<file path="config.mk">
export PLATFORM = sky130hd
export DESIGN_NAME = pipe_skid_stage
export DESIGN_NICKNAME = d
export VERILOG_FILES = /design/src/rtl/riscv_pipe_pkg.sv /design/src/rtl/sat_counter.sv /design/src/rtl/pipe_skid_stage.sv
export SDC_FILE = /design/constraint.sdc
export NUM_CORES = 1
export LEC_CHECK = 0
export ABC_AREA = 1
export CAP_MARGIN = 20
export CORE_ASPECT_RATIO = 1.1
export CORE_MARGIN = 2
export CORE_UTILIZATION = 51
export DETAILED_ROUTE_END_ITERATION = 8
export PLACE_DENSITY = 0.89
export RECOVER_POWER = 25
export SYNTH_ARGS = -nofsm -noshare
export SYNTH_HDL_FRONTEND = slang
export SYNTH_SLANG_ARGS = --single-unit
</file>
<file path="constraint.sdc">
create_clock -name i_clk -period 2.1 [get_ports i_clk]
set_input_delay 0.21 -clock i_clk [delete_from_list [all_inputs] [get_ports i_clk]]
set_output_delay 0.21 -clock i_clk [all_outputs]
set_load 0.02 [all_outputs]
</file>
<file path="src/rtl/riscv_pipe_pkg.sv">
// riscv_pipe_pkg: shared pipeline definitions.
//   EXC_NONE        - exception code meaning "no exception"
//   stage_state_e   - skid stage occupancy states (value == held beat count)
//   xlen_bits()     - data word width for a 2-bit XLEN code (1 << (code+4))
//   ex_mem_t        - EX/MEM control/data bundle carried as a stage payload
//   EX_MEM_CTRL_MASK- side-effecting control bits of ex_mem_t, killed on exceptions
`ifndef XLEN_32b
`define XLEN_32b 2'd1
`endif
`ifndef XLEN_64b
`define XLEN_64b 2'd2
`endif

package riscv_pipe_pkg;

  localparam logic [3:0] EXC_NONE = 4'hF;

  typedef enum logic [1:0] {
    ST_EMPTY = 2'd0,
    ST_ONE   = 2'd1,
    ST_FULL  = 2'd2
  } stage_state_e;

  localparam logic [1:0] XLEN_32B = `XLEN_32b;
  localparam logic [1:0] XLEN_64B = `XLEN_64b;

  function automatic int unsigned xlen_bits(input logic [1:0] code);
    return 32'd1 << (32'(code) + 32'd4);
  endfunction

  // EX/MEM bundle for a 64-bit core, padded to the default 256-bit payload.
  typedef struct packed {
    logic [40:0] rsvd;
    logic [63:0] pc;
    logic [63:0] alu_result;
    logic [63:0] store_data;
    logic [11:0] csr_addr;
    logic [4:0]  rd;
    logic        mem_read;
    logic        reg_wr;
    logic        mem_write;
    logic        csr_reg_write;
    logic        store_byte;
    logic        store_half;
  } ex_mem_t;

  localparam int unsigned EX_MEM_W = $bits(ex_mem_t);

  // Bits that would commit architectural side effects downstream.
  function automatic logic [EX_MEM_W-1:0] ex_mem_ctrl_mask();
    ex_mem_t m;
    m               = '0;
    m.reg_wr        = 1'b1;
    m.mem_write     = 1'b1;
    m.csr_reg_write = 1'b1;
    m.store_byte    = 1'b1;
    m.store_half    = 1'b1;
    return m;
  endfunction

  localparam logic [EX_MEM_W-1:0] EX_MEM_CTRL_MASK = ex_mem_ctrl_mask();

endpackage

</file>
<file path="src/rtl/sat_counter.sv">
// sat_counter: up-counter that sticks at all-ones.
//   i_clk   - clock
//   i_rst   - synchronous active-high clear
//   i_inc   - count enable
//   o_count - current count (registered)
module sat_counter #(
  parameter int unsigned CNT_W = 16
) (
  input  logic             i_clk,
  input  logic             i_rst,
  input  logic             i_inc,
  output logic [CNT_W-1:0] o_count
);

  logic [CNT_W-1:0] count_q, count_d;

  always_comb begin
    count_d = count_q;
    if (i_inc && (count_q != {CNT_W{1'b1}})) count_d = count_q + CNT_W'(1);
  end

  always_ff @(posedge i_clk) begin
    if (i_rst) count_q <= '0;
    else       count_q <= count_d;
  end

  assign o_count = count_q;

endmodule

</file>
<file path="src/rtl/pipe_skid_stage.sv">
// pipe_skid_stage: two-entry (HEAD + SKID) valid/ready pipeline register
// with exception masking, flush, and a saturating backpressure counter.
//   i_valid/o_ready/i_payload/i_exc_code - upstream beat
//   o_valid/i_ready/o_payload/o_exc_code - downstream head beat
//   i_flush          - drop all held beats and any beat offered this cycle
//   o_flush_upstream - combinational: an exception beat is being accepted
//   o_occupancy      - held beats (0..2)
//   o_stall_cnt      - saturating count of o_valid && !i_ready cycles
// Cores carrying ex_mem_t should set CTRL_MASK to EX_MEM_CTRL_MASK.
module pipe_skid_stage
  import riscv_pipe_pkg::*;
#(
  parameter logic [1:0]           XLEN      = `XLEN_64b,
  parameter int unsigned          PAYLOAD_W = 256,
  parameter logic [PAYLOAD_W-1:0] CTRL_MASK = {PAYLOAD_W{1'b0}},
  parameter int unsigned          CNT_W     = 16
) (
  input  logic                 i_clk,
  input  logic                 i_rst,
  input  logic                 i_valid,
  output logic                 o_ready,
  input  logic [PAYLOAD_W-1:0] i_payload,
  input  logic [3:0]           i_exc_code,
  input  logic                 i_flush,
  output logic                 o_valid,
  input  logic                 i_ready,
  output logic [PAYLOAD_W-1:0] o_payload,
  output logic [3:0]           o_exc_code,
  output logic                 o_flush_upstream,
  output logic [1:0]           o_occupancy,
  output logic [CNT_W-1:0]     o_stall_cnt
);

  if (!(XLEN inside {XLEN_32B, XLEN_64B})) begin : g_bad_xlen
    $error("pipe_skid_stage: unsupported XLEN code");
  end

  stage_state_e         state_q, state_d;
  logic [PAYLOAD_W-1:0] head_pay_q, head_pay_d, skid_pay_q, skid_pay_d;
  logic [3:0]           head_exc_q, head_exc_d, skid_exc_q, skid_exc_d;
  logic                 exc_pend_q, exc_pend_d;
  logic                 ready_q, ready_d;

  logic                 accept, retire, in_is_exc;
  logic [PAYLOAD_W-1:0] in_pay;

  assign in_is_exc = (i_exc_code != EXC_NONE);
  assign in_pay    = in_is_exc ? (i_payload & ~CTRL_MASK) : i_payload;
  assign accept    = i_valid && ready_q;
  assign retire    = (state_q != ST_EMPTY) && i_ready;

  // Next state. An accepted exception beat is always the youngest held
  // beat, so it is retiring exactly when it is the only one left.
  always_comb begin
    state_d    = state_q;
    head_pay_d = head_pay_q;
    head_exc_d = head_exc_q;
    skid_pay_d = skid_pay_q;
    skid_exc_d = skid_exc_q;
    exc_pend_d = exc_pend_q;
    if (i_flush) begin
      state_d    = ST_EMPTY;
      head_pay_d = '0;
      head_exc_d = EXC_NONE;
      skid_pay_d = '0;
      skid_exc_d = EXC_NONE;
      exc_pend_d = 1'b0;
    end else begin
      case (state_q)
        ST_EMPTY: begin
          if (accept) begin
            state_d    = ST_ONE;
            head_pay_d = in_pay;
            head_exc_d = i_exc_code;
            exc_pend_d = in_is_exc;
          end
        end
        ST_ONE: begin
          if (accept && !retire) begin
            state_d    = ST_FULL;
            skid_pay_d = in_pay;
            skid_exc_d = i_exc_code;
            exc_pend_d = in_is_exc;
          end else if (retire && !accept) begin
            state_d    = ST_EMPTY;
            head_pay_d = '0;
            head_exc_d = EXC_NONE;
            exc_pend_d = 1'b0;
          end else if (accept && retire) begin
            head_pay_d = in_pay;
            head_exc_d = i_exc_code;
            exc_pend_d = in_is_exc;
          end
        end
        ST_FULL: begin
          if (retire) begin
            state_d    = ST_ONE;
            head_pay_d = skid_pay_q;
            head_exc_d = skid_exc_q;
            skid_pay_d = '0;
            skid_exc_d = EXC_NONE;
          end
        end
        default: begin
          state_d    = ST_EMPTY;
          head_pay_d = '0;
          head_exc_d = EXC_NONE;
          skid_pay_d = '0;
          skid_exc_d = EXC_NONE;
          exc_pend_d = 1'b0;
        end
      endcase
    end
    ready_d = (state_d != ST_FULL) && !exc_pend_d;
  end

  always_ff @(posedge i_clk) begin
    if (i_rst) begin
      state_q    <= ST_EMPTY;
      head_pay_q <= '0;
      head_exc_q <= EXC_NONE;
      skid_pay_q <= '0;
      skid_exc_q <= EXC_NONE;
      exc_pend_q <= 1'b0;
      ready_q    <= 1'b1;
    end else begin
      state_q    <= state_d;
      head_pay_q <= head_pay_d;
      head_exc_q <= head_exc_d;
      skid_pay_q <= skid_pay_d;
      skid_exc_q <= skid_exc_d;
      exc_pend_q <= exc_pend_d;
      ready_q    <= ready_d;
    end
  end

  sat_counter #(.CNT_W(CNT_W)) u_stall_cnt (
    .i_clk  (i_clk),
    .i_rst  (i_rst),
    .i_inc  (o_valid && !i_ready),
    .o_count(o_stall_cnt)
  );

  // HEAD is held at 0 / EXC_NONE whenever the stage is empty.
  assign o_valid          = (state_q != ST_EMPTY);
  assign o_ready          = ready_q;
  assign o_payload        = head_pay_q;
  assign o_exc_code       = head_exc_q;
  assign o_occupancy      = 2'(state_q);
  assign o_flush_upstream = i_valid && ready_q && in_is_exc && !i_rst;

endmodule

</file>
; Yosys cells after proc, flatten, opt, wreduce, memory -nomap -nowiden
; Index checks and enable logic that the tools add are counted.
[classes]
addsub = 1
eq_ne = 10
muxes = 30
n_bitwise = 1
n_reduce_logical = 20
[op_table]
columns = op, count
row1 = 256-bit two-way mux, 7
row2 = 256-bit case mux with 3 select lines, 2
row3 = 4-bit two-way mux, 7
row4 = 4-bit case mux with 3 select lines, 2
row5 = "16-bit by 1-bit adder with 16-bit output, second input constant", 1
row6 = "16-bit != test, second input constant", 1
row7 = 1-bit logical AND, 10
row8 = 2-bit two-way mux, 5
row9 = "2-bit != test, second input constant", 5
row10 = 2-bit case mux with 3 select lines, 1
row11 = 1-bit logical NOT, 5
row12 = 1-bit two-way mux, 5
row13 = "4-bit != test, second input constant", 1
row14 = 4-bit AND reduction, 1
row15 = "3-bit != test, second input constant", 1
row16 = 1-bit case mux with 3 select lines, 1
row17 = 3-bit AND reduction, 1
row18 = "2-bit by 1-bit == test with 1-bit output, second input constant", 1
row19 = "2-bit == test, second input constant", 1
row20 = 2-bit logical NOT, 1
row21 = 2-bit nonzero test, 1
row22 = 2-bit OR reduction, 1
row23 = 1-bit inverter, 1
[word_totals]
ff_bits = 540
inputBits = 265
output_inout_bits = 281
elab_cells = 70

; Longest topological paths before layout
; Gate-level depths: netlist of the first run.
[depth]
word_depth = 10
mapped_depth = 10

; Cells and area by module
; Synthesis of the first run repeated with hierarchy kept, for this count alone.
[hier_totals]
cells_unflattened = 5159
hier_area_um2 = 29216.8
[modules_own_cells]
columns = mod, n_inst, cells_per_inst, area_each_um2, seq_area_each_um2
row1 = pipe_skid_stage, 1, 5010, 28287.1, 10490.1
row2 = sat_counter, 1, 149, 929.6, 320.3

; Worst setup path before layout of the first run
; OpenSTA, ideal clock, no wires.
[synth_path]
kind = register to register
startpoint = register u_stall_cnt.count_q[0], in the netlist u_stall_cnt.o_count[0]
endpoint = register u_stall_cnt.count_q[0], in the netlist u_stall_cnt.o_count[0]
setup_time_ns = 0.116
t_arrival_ns = 1.832
t_required_ns = 1.984
setup_slack_ns = 0.152
stages_incl_launch_ff = 10
period_less_slack_ns = 1.948
cell_sequence = dfxtp_1 > ha_1 > nand3_1 > inv_1 > nand2_1 > o21ai_1 > inv_1 > buf_2 > nor2_1 > nor2_1
[synth_via]
elab_chain_cells = 2
word_cells_on_any_way = 3
cone_classes = add/sub (1) / eq/ne (1) / reduce/logical (1)
[synth_rtl]
columns = item, line_no
row1 = from (decl), sat_counter.sv:15  ; logic [CNT_W-1:0] count_q, count_d;
row2 = from (signal assigned), sat_counter.sv:24  ; else count_q <= count_d;
row3 = branches (longest 2 deep; another with 16-bit by 1-bit adder with 16-bit output), -
; Several ways; the timed one is not identified.
; A chain may end at the register's enable or synchronous reset.

; Final worst setup path of the first run
[layout_path]
startpoint = register u_stall_cnt.count_q[12], in the netlist u_stall_cnt.o_count[12]
endpoint = output o_stall_cnt[12]
[layout_rtl]
columns = item, line_no
row1 = to (decl), pipe_skid_stage.sv:31  ; output logic [CNT_W-1:0] o_stall_cnt
; No word-level cell between the ends.

==> results.md, run 1 <==
* Largest cells by area after synthesis: dfxtp_1 (43%), nand2_1 (17%), nor2_1 (8.4%)
* # DRC at 0
* Num CTS Buffers at 54
* Cell Pwr Density at 734 mW/mm^2
* Status: completed
* Crit Path Category: flip-flop to output pin
* Dpl hpwl at 56200 um
* Core Util, Final at 69.0%
* First-pass GRT wire length at 134000 um
* Via-per-instance ratio at 5.53
* Xor and xnor fraction of the mapped netlist area at 0.208%
* Post-synthesis simple-gate area fraction at 25.5%
* Synth Flop Type: dfxtp_1
* Max Clk Rate at 0.493 GHz
* Maximum VDD drop at 0.638 mV
* Worst slew pin tran at 0.624 ns
* Cells after synthesis at 3809
* Sink Count at 540
* Hold Vio Cnt, Final at 0
* Share of the synthesized area in the top cell type at 42.9%
* CP bufs+invs at 1
* Post-Syn Nets at 4075
* Row count at 85
* CTS clk-pin slew, worst paths at 0.06 ns
* CP endpoint kind: output pin
* Hold slack at 0.272 ns
* Placed Cells at 4838
* TritonCTS clock tree: yes
* Hold Crit Class: input pin to flip-flop
* Synthesized area at 0.0252 sq mm
* Cts hold-fix bufs at 0
* Initial DRC count at 2958
* Mux contribution to synthesized area at 0%
* WHS Path Cells at 3
* Fill cell count at 3717
* Final min period at 2.03 ns
* Reg-to-reg endpoint: o_payload[140]
* CP Launch Type: flip-flop
* Clk_skew at 0.0274 ns
* Reg2reg setup slack at 0.10 ns
* Adder-cell share of the synthesized area at 0.0496%
* Hold wc startpoint: i_payload[5]
* Pin count of the biggest net entering global routing at 113
* Final #Nets at 4508
* Post-DR wirelength/cell at 17.1 um
* Relative slew margins at 58.4%
* Core Area at 0.0489 sq mm
* Worst-path cell chain: clkdlybuf4s50_1
* Max Transition Viols Final at 0
* Proportion of layout cells with a drive suffix above 1 at 5.09%
* Post-synthesis sequential area ratio at 42.9%
* Main combinational cell family by area after synthesis: simple AND/OR/NAND/NOR gates
* Die area at 0.0513 sq mm
* Comb pwr share at 16.9%
* Vias in the first global route at 25200
* Leakage at 0.0134 uW
* Post-route cell area at 0.0338 sq mm
* RSZ-0062 raised after global routing: false
* Yosys Warn Count at 0
* Clock Path Buffers at 3
* Chip Height at 237 um
* Clock group share of total power at 39.6%
* Sequential Power Share at 43.6%
* Worst path required time at 1.89 ns
* Die X at 216 um
* Synth area leader: dfxtp_1
* Synth Register Bits at 540
* Initial antenna violation count at 10
* Routed vias at 27300
* Num ports at 546
* Slowest CP cell: clkdlybuf4s50_1
* Port bufs at 545
* Register area at 0.0108 sq mm
* Htree depth at 2
* Maxcap violations at 0
* Layout Cells excl Fill at 4945
* Setup violators final at 0
* Synth Area in Compound Gates at 21.0%
* CP arrival at 1.82 ns
* Sw Pwr at 6810 uW
* Postcts setup bufs at 0
* Total grt overflow at 0
* WHS Endpoint: skid_pay_q[5]
* Worst r2r src: o_occupancy[0]
* Final GP Congestion at 0.899
* Placed cell area at 0.0320 sq mm
* Switching share of power at 27.5%
* Post-synth EDFFs at 0
* Syn Area/Cell at 6.62 sq um
* Antenna Nets Post-Route at 0
* Crit Path Max Fanout at 7
* Synth-to-Final Area Change at 33.9%
* Clock Latency Late Sink at 0.60 ns
* Tcrit/Tclk final at 96.5%
* Commonest non-fill, non-tap cell in the layout: nand2_1
* Async SR Flop Fraction at 0%
* Slowest cell delay on critical path at 0.69 ns
* Reg2Reg Depth at 7
* Yosys cell types at 27
* Total GRT Usage at 31.8%
* Most frequent cells in the layout: nand2_1 (1111), nor2_1 (562), dfxtp_1 (539), clkdlybuf4s50_1 (402), inv_1 (370)
* Area occupied by multi-input gates at 0.0118 sq mm
* Final WL at 84400 um
* Internal Pwr Total at 18000 uW
* First-pass DRT Iterations at 6
* PostCTS Resize Cnt at 4
* Starting density of the core at 51.6%
* CTS Root Cell: clkbuf_16
* Crit-path leading delay family: buffers and inverters
-- layer usage --
layer  track usage [%]  vias to the layer above  wire length [um]
met4              17.5                        4              4550
met1              40.8                    12500             33500
li1                  -                    13000                 -
met3              6.09                      305              7470
met2              50.3                     1502             38800
met5                 0                        -                26
-- metrics by stage --
stage / power (uW) / TNS, ns / setup slack, ns
6_report: 24800 / 0 / 0.0726
5_1_grt: 25700 / 0 / 0.00991
4_1_cts: 24900 / 0 / 0.0511
3_5_place_dp: 15200 / -0.00988 / -0.00820
3_3_place_gp: 15100 / 0 / 0.0597
2_1_floorplan: 13200 / 0 / 0.152
-- kinds of logic (layout without fill, tap and decap cells) --
group,after synthesis,count (layout)
AOI/OAI and AO/OA,903,903
DFF,540,540
and+or+nand+nor,1697,1697
other,0,8
xor gates and xnor gates,6,6
buffers and inverters,662,1138
adders and majority gates,1,1
-- state kept, by name, summed over array words and instances (netlist names) --
| register | count |
|---|---|
| o_ready | 1 |
| o_occupancy | 2 |
| u_stall_cnt.o_count | 16 |
| o_exc_code | 4 |
| o_payload | 256 |
| exc_pend_q | 1 |
| skid_exc_q | 4 |
| skid_pay_q | 256 |
-- layout make-up --
type	instances	area share, %
clock buffers	81	4.84
repair buffers	663	21.0
diodes	8	0.0593
well taps	652	2.42
multi-input cells	2607	35.0
inverters	376	4.24
clock inverters	18	0.470
flip-flops and latches	540	32.0
-- cell usage after synthesis (2+ instances only) --
master and number:
a22oi_1 44, buf_2 80, nand4_1 8, o21ai_0 225, clkbuf_1 169, nand2_1 1112
clkinv_1 2, buf_4 13, o211ai_1 257, inv_1 370, o22ai_1 4, xor2_1 2
a21oi_1 369, dfxtp_1 540, buf_1 24, xnor2_1 4, inv_2 4, nor2_1 563
nand3_1 11
-- power groups by stage --
stage / Combinational, uW / Sequential [uW] / Clock (uW)
3_3_place_gp: 4100 / 11000 / 0
4_1_cts: 4200 / 10800 / 9870
3_5_place_dp: 4160 / 11000 / 0
5_1_grt: 4540 / 10800 / 10300
2_1_floorplan: 2010 / 11200 / 0
6_report: 4190 / 10800 / 9810
-- worst max-delay path by stage --
stage	from	slack (ns)	endpoint	cells after the start
global placement	i_ready	0.06	skid_pay_q[252]	9
detailed placement	i_ready	-0.008	skid_pay_q[252]	9
finish	u_stall_cnt.o_count[12]	0.07	o_stall_cnt[12]	1
floorplan	u_stall_cnt.o_count[0]	0.15	u_stall_cnt.o_count[0]	9
global route	o_occupancy[0]	0.01	o_payload[190]	9
CTS	o_ready	0.05	o_flush_upstream	5
Power figures use the tool's default switching activity.
==> run 2: changes to the inputs <==
- REMOVE_ABC_BUFFERS: unset -> 1
==> run 2 against run 1 <==
  * Non-clock buffer count increased by 6
  * Die area unchanged
  * Largest power group unchanged
  * Final cell count about the same
  * Clock skew down 0.013 ns
==> results.md, run 2 (same netlist as run 1, synthesis figures left out) <==
* Num ports at 546 (unchanged)
* CP endpoint kind: output pin (unchanged)
* Synth-to-Final Area Change at 33.7% (was 33.9%)
* Max Transition Viols Final at 0 (unchanged)
* Antenna Nets Post-Route at 0 (unchanged)
* Crit Path Max Fanout at 5 (was 7)
* Tcrit/Tclk final at 96.6% (was 96.5%)
* Worst path required time at 1.89 ns (about the same)
* PostCTS Resize Cnt at 4 (unchanged)
* Crit-path leading delay family: buffers and inverters (unchanged)
* Vias in the first global route at 25700 (was 25200)
* Clk_skew at 0.0143 ns (was 0.0274 ns)
* Core Area at 0.0489 sq mm (unchanged)
* Setup violators final at 0 (unchanged)
* Via-per-instance ratio at 5.58 (was 5.53)
* Clock Path Buffers at 3 (unchanged)
* RSZ-0062 raised after global routing: false (unchanged)
* Die area at 0.0513 sq mm (unchanged)
* Initial DRC count at 2973 (was 2958)
* Crit path top cell by count: nand2_1
* Htree depth at 2 (unchanged)
* Crit Path Category: flip-flop to output pin (unchanged)
* Pin count of the biggest net entering global routing at 119 (was 113)
* Hold Vio Cnt, Final at 0 (unchanged)
* Overall power at 24800 uW (about the same)
* Status: completed (unchanged)
* First-pass GRT wire length at 131000 um (was 134000 um)
* Maximum VDD drop at 0.801 mV (was 0.638 mV)
* Dpl hpwl at 54500 um (was 56200 um)
* Final GP Congestion at 0.903 (was 0.899)
* Cts hold-fix bufs at 0 (unchanged)
* Initial antenna violation count at 4 (was 10)
* TritonCTS clock tree: yes (unchanged)
* Starting density of the core at 51.6% (unchanged)
* Worst slew pin tran at 0.572 ns (was 0.624 ns)
* Final min period at 2.03 ns (about the same)
* Die X at 216 um (unchanged)
* Routed vias at 27600 (was 27300)
* Num CTS Buffers at 54 (unchanged)
* Proportion of layout cells with a drive suffix above 1 at 5.01% (was 5.09%)
* Total GRT Usage at 30.8% (was 31.8%)
* Post-DR wirelength/cell at 16.8 um (was 17.1 um)
* CP Launch Type: flip-flop (unchanged)
* Reg2Reg Depth at 7 (unchanged)
* CTS Root Cell: clkbuf_16 (unchanged)
* Leakage at 0.0133 uW (was 0.0134 uW)
* Most frequent cells in the layout: nand2_1 (1111), nor2_1 (562), dfxtp_1 (540), clkdlybuf4s50_1 (424), inv_1 (370) (was nand2_1 (1111), nor2_1 (562), dfxtp_1 (539), clkdlybuf4s50_1 (402), inv_1 (370))
* Slowest cell delay on critical path at 0.37 ns (was 0.69 ns)
* Postcts setup bufs at 0 (unchanged)
* Final WL at 83100 um (was 84400 um)
* WHS Path Cells at 3 (unchanged)
* Max Clk Rate at 0.493 GHz (about the same)
* Total grt overflow at 0 (unchanged)
* Worst path depth at 5 (was 1)
* # DRC at 0 (unchanged)
* Row count at 85 (unchanged)
* CTS clk-pin slew, worst paths at 0.06 ns (about the same)
* Setup TNS at 0 ns (unchanged)
* CP bufs+invs at 2 (was 1)
* Clock Latency Late Sink at 0.60 ns (about the same)
* Post-route cell area at 0.0337 sq mm (was 0.0338 sq mm)
* Cell Pwr Density at 736 mW/mm^2 (was 734 mW/mm^2)
* Commonest non-fill, non-tap cell in the layout: nand2_1 (unchanged)
* Maxcap violations at 0 (unchanged)
* CP arrival at 1.82 ns (about the same)
* First-pass DRT Iterations at 7 (was 6)
* Sink Count at 540 (unchanged)
* Worst-path cell chain: nand2_1 > inv_1 > nand2_1 > nor2_1 > dlygate4sd2_1 (was clkdlybuf4s50_1)
* Placed cell area at 0.0320 sq mm (about the same)
* Final #Nets at 4514 (was 4508)
* Port bufs at 545 (unchanged)
* Slowest CP cell: dfxtp_1 (was clkdlybuf4s50_1)
* Hold Crit Class: input pin to flip-flop (unchanged)
* Relative slew margins at 61.9% (was 58.4%)
* Chip Height at 237 um (unchanged)
## run 2: worst min-delay path: stages
cell and delay, ns:
clkdlybuf4s50_1 0.48, a22oi_1 0.08, nor2_1 0.07
## run 2: layout make-up
cell class              count  area, sq um
clock buffers              85         1640
fillers                  3730        15200
flip-flops and latches    540        10800
well taps                 652          816
inverters                 376         1430
multi-input cells        2607        11800
diodes                      1         2.50
repair buffers            669         7060
clock inverters            14          159
## run 2: power by group
| group | internal, uW | switching (uW) |
|---|---|---|
| Sequential | 10600 | 197 |
| Clock | 5710 | 4180 |
| Combinational | 1720 | 2420 |
| Total | 18000 | 6800 |
## run 2: path summary, 6_finish.rpt
path / start / end / slack [ns]
setup / recovery: o_ready / o_flush_upstream / 0.07
hold / removal: i_payload[25] / skid_pay_q[25] / 0.28
setup reg to reg: o_occupancy[0] / skid_pay_q[255] / 0.11
hold reg to reg: skid_pay_q[7] / skid_pay_q[7] / 0.45
## run 2: metal layers
metal,track usage (%),wire length [um]
met2,51.3,39200
met3,5.95,8170
met4,14.1,3850
met1,38.6,31900
met5,0,37
## run 2: per-stage QoR
stage          cells  setup slack (ns)  util, %  hold WS, ns
2_1_floorplan   3523            -10.76        -        0.279
6_report        4944            0.0721     69.0        0.276
3_5_place_dp    4844            0.0249     65.5        0.446
5_1_grt         4944           0.00614     69.0        0.270
3_3_place_gp    4844            0.0863     65.5        0.440
4_1_cts         4943            0.0302     69.1        0.253
